### src/rtl/pipe_hazard_ctrl.sv
// Hazard/sequencing controller for a 5-stage pipeline: tracks in-flight destinations,
// stalls the IF/ID instruction on RAW hazards and squashes younger work on taken branches.
module pipe_hazard_ctrl #(
  parameter bit              FWD      = 1'b1,
  parameter logic [31:0]     NOP_INST = 32'hFF00_0000,
  parameter int unsigned     CNT_W    = 16
) (
  input  logic             clk,
  input  logic             rst_n,
  input  logic [4:0]       ifid_rs,
  input  logic [4:0]       ifid_rt,
  input  logic             ifid_use_rs,
  input  logic             ifid_use_rt,
  input  logic             ifid_wr,
  input  logic [4:0]       ifid_wdst,
  input  logic             ifid_load,
  input  logic             mem_br_taken,
  output logic             pc_en,
  output logic             ifid_en,
  output logic             ifid_flush,
  output logic             idex_flush,
  output logic             exmem_flush,
  output logic             stall,
  output logic [CNT_W-1:0] stall_cnt,
  output logic [CNT_W-1:0] flush_cnt
);

  typedef struct packed {
    logic       valid;
    logic       wr;
    logic       load;
    logic [4:0] wdst;
  } slot_t;

  slot_t s_ex_q, s_ex_d;
  slot_t s_mem_q, s_mem_d;
  slot_t s_wb_q, s_wb_d;

  logic [CNT_W-1:0] stall_cnt_q, stall_cnt_d;
  logic [CNT_W-1:0] flush_cnt_q, flush_cnt_d;

  logic hit_ex, hit_mem, stall_hz;

  // The NOP word is loaded by the pipeline registers themselves; the WB slot is
  // kept only for observability because the register file writes before it reads.
  logic unused_ok;
  assign unused_ok = ^{NOP_INST, s_wb_q};

  function automatic logic slot_match(input slot_t s, input logic [4:0] rs, input logic [4:0] rt,
                                      input logic use_rs, input logic use_rt);
    return s.valid & s.wr & (s.wdst != 5'd0) &
           ((use_rs & (rs == s.wdst)) | (use_rt & (rt == s.wdst)));
  endfunction

  always_comb begin
    hit_ex   = slot_match(s_ex_q, ifid_rs, ifid_rt, ifid_use_rs, ifid_use_rt);
    hit_mem  = slot_match(s_mem_q, ifid_rs, ifid_rt, ifid_use_rs, ifid_use_rt);
    stall_hz = 1'b0;
    if (FWD) stall_hz = hit_ex & s_ex_q.load;
    else     stall_hz = hit_ex | hit_mem;
    // A taken branch squashes the stalled consumer anyway, so it overrides the hold.
    stall_hz = stall_hz & ~mem_br_taken;
  end

  always_comb begin
    pc_en       = 1'b0;
    ifid_en     = 1'b0;
    ifid_flush  = 1'b1;
    idex_flush  = 1'b1;
    exmem_flush = 1'b1;
    stall       = 1'b0;
    if (rst_n) begin
      pc_en       = ~stall_hz;
      ifid_en     = ~stall_hz;
      ifid_flush  = mem_br_taken;
      idex_flush  = stall_hz | mem_br_taken;
      exmem_flush = mem_br_taken;
      stall       = stall_hz;
    end
  end

  always_comb begin
    s_wb_d  = s_mem_q;
    s_mem_d = mem_br_taken ? slot_t'('0) : s_ex_q;
    s_ex_d  = (stall_hz | mem_br_taken) ? slot_t'('0)
                                        : {1'b1, ifid_wr, ifid_load, ifid_wdst};

    stall_cnt_d = stall_cnt_q;
    if (stall_hz && (stall_cnt_q != '1)) stall_cnt_d = stall_cnt_q + CNT_W'(1);

    flush_cnt_d = flush_cnt_q;
    if (mem_br_taken && (flush_cnt_q != '1)) flush_cnt_d = flush_cnt_q + CNT_W'(1);
  end

  always_ff @(posedge clk) begin
    if (!rst_n) begin
      s_ex_q      <= '0;
      s_mem_q     <= '0;
      s_wb_q      <= '0;
      stall_cnt_q <= '0;
      flush_cnt_q <= '0;
    end else begin
      s_ex_q      <= s_ex_d;
      s_mem_q     <= s_mem_d;
      s_wb_q      <= s_wb_d;
      stall_cnt_q <= stall_cnt_d;
      flush_cnt_q <= flush_cnt_d;
    end
  end

  assign stall_cnt = stall_cnt_q;
  assign flush_cnt = flush_cnt_q;

endmodule

### config.mk
export PLATFORM = sky130hd
export DESIGN_NAME = pipe_hazard_ctrl
export DESIGN_NICKNAME = d
export VERILOG_FILES = /design/src/rtl/pipe_hazard_ctrl.sv
export SDC_FILE = /design/constraint.sdc
export NUM_CORES = 1
export LEC_CHECK = 0
export ABC_AREA = 1
export BUFFER_PORTS_ARGS = -buffer_cell sky130_fd_sc_hd__buf_2
export CORE_MARGIN = 1
export CORE_UTILIZATION = 53
export DETAILED_ROUTE_END_ITERATION = 7
export HOLD_SLACK_MARGIN = 0.02
export PLACE_DENSITY = 0.8
export RECOVER_POWER = 50
export SLEW_MARGIN = 20
export SYNTH_ARGS = -nofsm -noshare
export SYNTH_HDL_FRONTEND = slang
export SYNTH_SLANG_ARGS = --single-unit
### constraint.sdc
create_clock -name clk -period 1.8 [get_ports clk]
set_input_delay 0 -clock clk [delete_from_list [all_inputs] [get_ports clk]]
set_output_delay 0 -clock clk [all_outputs]
set_load 0.02 [all_outputs]
# Word level (Yosys, flattened, before mapping)
# Index checks and enable logic that the tools add are counted.
dict set report totals {
  in_bits 22
  out_inout_bits 38
  reg_bits 40
  wordCells 33
}
dict set report op_classes {
  n_addsub 2
  eq_ne 4
  muxes 5
  reduce_logical 4
  bitwise_logic 12
}
# operator count
set op_table {}
lappend op_table {{16-bit by 1-bit adder with 16-bit output (second input constant)} 2}
lappend op_table {{16-bit inequality test (second input constant)} 2}
lappend op_table {{5-bit equality test} 2}
lappend op_table {{8-bit two-way mux} 1}
lappend op_table {{1-bit bitwise AND} 7}
lappend op_table {{5-bit nonzero test} 1}
lappend op_table {{1-bit two-way mux} 4}
lappend op_table {{1-bit inverter} 3}
lappend op_table {{1-bit logical AND} 2}
lappend op_table {{1-bit OR} 2}
lappend op_table {{2-bit OR reduction} 1}

# Depth between registers and ports, before layout
# Gate-level depths: netlist of run 1.
dict set report logic_depth {
  ltp_word 8
  depth_mapped 11
}

# Least setup slack after synthesis of run 1
# OpenSTA, ideal clock, no wires.
dict set report synth_timing {
  kind {register -> register}
  start {reg flush_cnt_q[0] (netlist: flush_cnt[0])}
  end {reg flush_cnt_q[0] (netlist: flush_cnt[0])}
  path_slack_ns 0.112
  t_arrival_ns 1.553
  n_path_buf 1
  required_ns 1.664
  stages_incl_launch_ff 10
  setup_time_ns 0.136
  cell_sequence {dfxtp_1 > ha_1 > nand3_2 > nor2_2 > nand3_2 > nand2_2 > inv_2 > buf_6 > o21ai_0 > a21oi_1}
}
dict set report synth_via {
  elab_chain_len 2
}
# element line_no
set synth_lines {}
lappend synth_lines {{start, declared} 40} ;# logic [CNT_W-1:0] flush_cnt_q, flush_cnt_d;
lappend synth_lines {{start signal, assigned} 107} ;# flush_cnt_q <= flush_cnt_d;
lappend synth_lines {{branches (longest 2 deep; another with 16-bit by 1-bit adder with 16-bit output)} --}
# Parallel ways; which one is timed is not known.
# A chain may end at the register's enable or synchronous reset.

# Final worst setup path of run 1
dict set report layout_timing {
  start {reg s_ex_q[3] (netlist name)}
  end {out idex_flush}
}
dict set report layout_via {
  elab_chain_len 8
}
# element line_no
set layout_lines {}
lappend layout_lines {{start, declared} 35} ;# slot_t s_ex_q, s_ex_d;
lappend layout_lines {{start signal, assigned} 97} ;# s_ex_q <= '0;
lappend layout_lines {{start signal, assigned} 103} ;# s_ex_q <= s_ex_d;
lappend layout_lines {{5-bit equality test} 52} ;# ((use_rs & (rs == s.wdst)) | (use_rt & (rt == s.wdst)));
lappend layout_lines {{1-bit bitwise AND} 52}
lappend layout_lines {{1-bit OR} 52}
lappend layout_lines {{1-bit bitwise AND *} 51} ;# return s.valid & s.wr & (s.wdst != 5'd0) &
lappend layout_lines {{1-bit bitwise AND *} 59} ;# if (FWD) stall_hz = hit_ex & s_ex_q.load;
lappend layout_lines {{1-bit bitwise AND *} 62} ;# stall_hz = stall_hz & ~mem_br_taken;
lappend layout_lines {{1-bit OR *} 76} ;# idex_flush = stall_hz | mem_br_taken;
lappend layout_lines {{1-bit two-way mux *} 72} ;# if (rst_n) begin
lappend layout_lines {{end, declared} 21} ;# output logic idex_flush,
# Mark *: on every way between the ends. The rest lies on a longest branch, timed or not.

==> flow_metrics.tcl, run 1 <==
set metrics [dict create \
    status "completed" \
    leakage_nw 1.20 \
    r2r_cells 9 \
    path_class "reg2out" \
    clk-insertion-delay-late_ps 290 \
    hold_path_class "in2reg" \
    root_buffer "clkbuf_8" \
    drt_first_iter_violations 162 \
    r2r_start "flush_cnt[1]$_SDFFE_PN0P_" \
    rrSetupSlack_ps 150 \
    finalSetupViolations 0 \
    powerDensity_nw_per_um2 588 \
    holdPathEnd "flush_cnt[9]$_SDFFE_PN0P_" \
    synth-async-reset-ratio_pct 0 \
    synth_most_common_cell "nand2_1" \
    maxCapViolations 0 \
    critPathRequiredTime_ps 1800 \
    yosysSeqAreaShare_pct 34.7 \
    gp_congestion 0.945 \
    routed_wl_um 5150 \
    ir_drop_mv 0.426 \
    crit_path_end_kind "primary output" \
    grt_pass1_vias 1987 \
    io_pins 60 \
    clock_path_buffers 2 \
    power_mw 1.64 \
    synth_top_area_share_pct 34.7 \
    fin_crit_ps 1670 \
    min_from "mem_br_taken" \
    n_fill_cell 384 \
    grt-ovfl-total 0 \
    grt_first_pass_wirelength_um 8140 \
    track_usage_pct 23.6 \
    max_clock_freq_mhz 599 \
    syn_nets 383 \
    grt_max_degree 27 \
    cts-htree-levels 2 \
    avgViaCountPerCell 4.77 \
    path_buf_inv 2 \
    die_h_um 68.0 \
    die_w_um 68.0 \
    ant_nets 0 \
    finalNetCount 457 \
    syn_area_per_cell_um2 6.42 \
    synthToLayoutAreaGrowth_pct 20.8 \
    drive_above_1_share_pct 17.8 \
    rsz0062_at_grt "false" \
    hpwl_um 3740 \
    finalHoldViolCount 0 \
    slew_viol_final 0 \
    clkTransAtPathRegs_ps 80 \
    max-slew-margin-rel_pct 73.8 \
    startpoint_type "flop" \
    fp.dieArea_um2 4620 \
    ys_seq_elements 40 \
    critical-path-top-delay-family "simple AND/OR/NAND/NOR gates" \
    cts.sinks 40 \
    synth_common_cells "nand2_1, nor2_1, inv_1, dfxtp_1, a21oi_1" \
    crit_slowest_cell "dfxtp_1" \
    timing.rr.end "flush_cnt[7]$_SDFFE_PN0P_" \
    cts_tree "done" \
    fin_tns_setup_ps 0 \
    synth_top_area_cell "dfxtp_1" \
    holdPathStages 3 \
    drc 0 \
    first_pass_iters 4 \
    core_area_um2 4090 \
    synth-main-ff-cell "dfxtp_1" \
    antenna_cells 0 \
    rows 23 \
    arrival_ps 1670 \
    syn_inst 359 \
    synth_edf_count 0 \
    min_period_over_period_pct 92.8 \
    critPathMaxFanout 9 \
    start_util_pct 56.4 \
    num_vias 2304 \
    yosysWarningCount 0 \
    synthTopCellsByArea "dfxtp_1, nand2_1, nor2_1, inv_1, a21oi_1" \
    antenna_found_initial 0 \
    cpPeakStageDelay_ps 400 \
    synthDistinctLibCells 28 \
    wl_per_cell_um 10.7 \
    worstMarginPinSlew_ps 392 \
    clock_skew_ps 4.58 \
    cts_buffers 5 \
    crit_chain "inv_2 > nand2_1 > nand2_1 > nor2_1 > nand3_2 > nand2_4 > nand2_2 > nand2_2 > buf_2" \
    synth_area_um2 2310 \
    io_buffers 59 \
    utilization_pct 68.2 \
]
## cell type report
type	count	area (µm²)	area share [%]
Clock buffer	5	68.8	2.47
Clock inverter	2	12.5	0.449
Inverter	55	206	7.41
Multi-Input combinational cell	257	1250	44.9
Sequential cell	40	802	28.8
Tap cell	50	62.6	2.25
Timing Repair Buffer	74	383	13.7
## metrics by stage
stage	cells	hold slack (ps)	cell area, µm²	setup WS [ps]
6_report	483	71.3	2790	130
5_1_grt	483	75.9	2790	10.7
4_1_cts	480	61.4	2800	115
3_5_place_dp	466	219	2650	152
3_3_place_gp	466	215	2650	239
2_1_floorplan	359	112	2310	112
## metal layers
| metal | GRT usage [%] | part of all wire, % | vias to the layer above |
|---|---|---|---|
| met5 | 0 | 0 | - |
| li1 | - | - | 1250 |
| met3 | 6.17 | 5.5 | 10 |
| met2 | 42.3 | 47 | 59 |
| met4 | 10.4 | 2.3 | 0 |
| met1 | 25.8 | 45 | 985 |
## cell usage in the layout, fill, tap and decap left out, drive strengths merged
master       instances
buf                 33
nand4                9
nor3b                2
or2                  1
clkbuf              39
xor2                 2
inv                 55
o21ai               12
nor2                76
xnor2                2
clkinv               1
nand2              105
dlygate4sd3          7
nor3                10
clkinvlp             1
nand3               17
a21oi               17
ha                   2
nand3b               2
dfxtp               40
## what timing repair did
action                                  CTS  global route
hold buffers                              7             0
endpoints found under the hold margin     7             0
buffers inserted                          0             3
gates resized for setup                   0             2
endpoints found under the setup margin    0             3
## flip-flops by register name, summed over array words and instances, names as in the netlist
register	flops
s_ex_q	8
flush_cnt	16
stall_cnt	16
## cells by family after synthesis
logic type	Yosys count	share of synthesized area, %
AOI/OAI and AO/OA	29	6.29
xor gates and xnor gates	4	1.52
adders and majority gates	2	1.09
buffers and inverters	62	11.2
DFF	40	34.7
and+or+nand+nor	222	45.2
## how the worst max path moves through the flow
stage | cells past startpoint | endpoint | slack [ps] | startpoint
4_1_cts | 9 | idex_flush | 120 | s_ex_q[3]$_SDFF_PP0_
3_3_place_gp | 10 | stall_cnt[6]$_SDFFE_PN0P_ | 240 | stall_cnt[1]$_SDFFE_PN0P_
3_5_place_dp | 9 | flush_cnt[7]$_SDFFE_PN0P_ | 150 | flush_cnt[1]$_SDFFE_PN0P_
5_1_grt | 10 | stall_cnt[13]$_SDFFE_PN0P_ | 10 | stall_cnt[1]$_SDFFE_PN0P_
6_report | 9 | idex_flush | 130 | s_ex_q[3]$_SDFF_PP0_
2_1_floorplan | 9 | flush_cnt[0]$_SDFFE_PN0P_ | 110 | flush_cnt[0]$_SDFFE_PN0P_
## worst register-to-register path, cell delays in order (launching register included)
cell and delay, ps:
dfxtp_2 360, ha_2 200, nand3_2 110, nor2_2 170
nand3_2 100, nand2_2 150, inv_2 150, nand2_1 110
xor2_1 150, nor2_1 50
## power by group
group          leakage [nW]  switching (mW)  total [mW]  internal [mW]
Clock                0.0400           0.311       0.573          0.262
Sequential            0.324         0.00899       0.905          0.896
Combinational         0.833          0.0956       0.160         0.0640
Power figures use the tool's default switching activity.
==> run 2: changes to the inputs <==
Settings changed: CAP_MARGIN set to 10, CELL_PAD_IN_SITES_DETAIL_PLACEMENT set to 1, CELL_PAD_IN_SITES_GLOBAL_PLACEMENT set to 2, CORE_UTILIZATION 53 to 27, PLACE_DENSITY 0.8 to not set, PLACE_DENSITY_LB_ADDON set to 0.1, REMOVE_ABC_BUFFERS set to 1.
==> run 2 against run 1 <==
Against the previous run: flip-flop and latch count did not move; sequential power barely moved; die area rose by 93%; sequential share of layout area fell by 0.70 points; cell count rose by 11%; clock skew rose by 6.7 ps; clock-buffer cell count rose by 2; non-clock buffer count fell by 1; combinational power barely moved; largest cell class unchanged.
==> flow_metrics.tcl, run 2 (synthesis gave the netlist of run 1 again) <==
set metrics [dict create \
    antenna_cells 0 \
    ant_nets 0 \
    critPathMaxFanout 4 \
    start_util_pct 27.9 \
    crit_slowest_cell "dfxtp_2" \
    finalNetCount 456 \
    placed_cells 520 \
    io_buffers 59 \
    first_pass_iters 4 \
    clk-insertion-delay-late_ps 290 \
    die_w_um 94.4 \
    rows 33 \
    hpwl_um 5000 \
    min_period_over_period_pct 89.9 \
    core_area_um2 8260 \
    power_mw 1.73 \
    cts-htree-levels 2 \
    root_buffer "clkbuf_8" \
    drive_above_1_share_pct 18.1 \
    crit_path_end_kind "primary output" \
    max_clock_freq_mhz 618 \
    leakage_nw 1.21 \
    path_class "reg2out" \
    layout_common_cells "nand2_1, nor2_1, inv_1, dfxtp_1, clkbuf_1" \
    slew_viol_final 0 \
    fin_area_um2 2870 \
    worstMarginPinSlew_ps 431 \
    drt_first_iter_violations 22 \
    cts_tree "done" \
    powerDensity_nw_per_um2 603 \
    avgViaCountPerCell 4.46 \
    path_buf_inv 2 \
    clock_skew_ps 11.3 \
    fp.dieArea_um2 8910 \
    grt_max_degree 27 \
    hold_path_class "in2reg" \
    drc 0 \
    maxCapViolations 0 \
    grt_first_pass_wirelength_um 10600 \
    antenna_found_initial 0 \
    startpoint_type "flop" \
    critPathRequiredTime_ps 1800 \
    fin_cells 537 \
    post-place-ws_ps 126 \
    status "completed" \
    gp_congestion 0.726 \
    num_vias 2397 \
    clock_path_buffers 2 \
    dpl-instance-area_um2 2710 \
    utilization_pct 34.7 \
    timing.final.ws_setup_ps 182 \
    cts.sinks 40 \
    wl_per_cell_um 12.0 \
    io_pins 60 \
    grt-ovfl-total 0 \
    layout_commonest_cell "nand2_1" \
    ir_drop_mv 0.186 \
    die_h_um 94.4 \
    crit_chain "inv_2 > nand2_1 > nand2_1 > nor2_1 > nand3_2 > nand2_4 > nand2_2 > nor2_2 > buf_2" \
    routed_wl_um 6460 \
    hold_slack_ps 105 \
    finalSetupViolations 0 \
    critical-path-top-delay-family "simple AND/OR/NAND/NOR gates" \
    fin_crit_ps 1620 \
    cpPeakStageDelay_ps 360 \
    synthToLayoutAreaGrowth_pct 24.4 \
    grt_pass1_vias 2313 \
    max-slew-margin-rel_pct 71.0 \
    track_usage_pct 15.3 \
    arrival_ps 1620 \
    cts_buffers 5 \
    clkTransAtPathRegs_ps 80 \
    fin_tns_setup_ps 0 \
    path_common_cell "nand2_1" \
    finalHoldViolCount 0 \
]
[run 2: what timing repair did]
action | CTS | global route
setup endpoints to repair | 0 | 8
gates resized for setup | 0 | 6
buffers inserted | 0 | 3
hold endpoints to repair | 7 | 0
hold buffers | 7 | 0
[run 2: worst min-delay path, delay by kind of cell]
kind | cells | cell delay [ps]
AO/OA/AOI/OAI | 1 | 80
buffers and inverters | 1 | 140
AND/OR/NAND/NOR | 1 | 130
[run 2: final timing paths]
check | startpoint | end | slack (ps) | cells after the start
setup reg to reg | stall_cnt[0]$_SDFFE_PN0P_ | stall_cnt[13]$_SDFFE_PN0P_ | 210 | 10
hold / removal | mem_br_taken | flush_cnt[9]$_SDFFE_PN0P_ | 100 | 3
setup / recovery | s_ex_q[3]$_SDFF_PP0_ | stall | 180 | 9
hold reg to reg | flush_cnt[15]$_SDFFE_PN0P_ | flush_cnt[15]$_SDFFE_PN0P_ | 510 | 2
[run 2: report_power, final]
| part | internal [mW] | switching (mW) | leakage (nW) |
|---|---|---|---|
| Combinational | 0.0641 | 0.0984 | 0.831 |
| Sequential | 0.896 | 0.00890 | 0.326 |
| Clock | 0.342 | 0.319 | 0.0503 |
[run 2: layout make-up]
cell class                 instances  area, µm²
clock buffer                       7       96.3
inverter                          55        206
multi-input combinational        257       1250
timing repair buffer              73        375
tap                              105        131
fill                            1117       5390
sequential                        40        806
[run 2: layer usage]
layer | GRT usage [%] | up-vias | share of wire (%)
li1 | - | 1249 | -
met1 | 19.2 | 1106 | 48
met2 | 26.6 | 38 | 48
met3 | 2.90 | 4 | 3.5
met4 | 4.23 | 0 | 0.87
met5 | 0 | - | 0
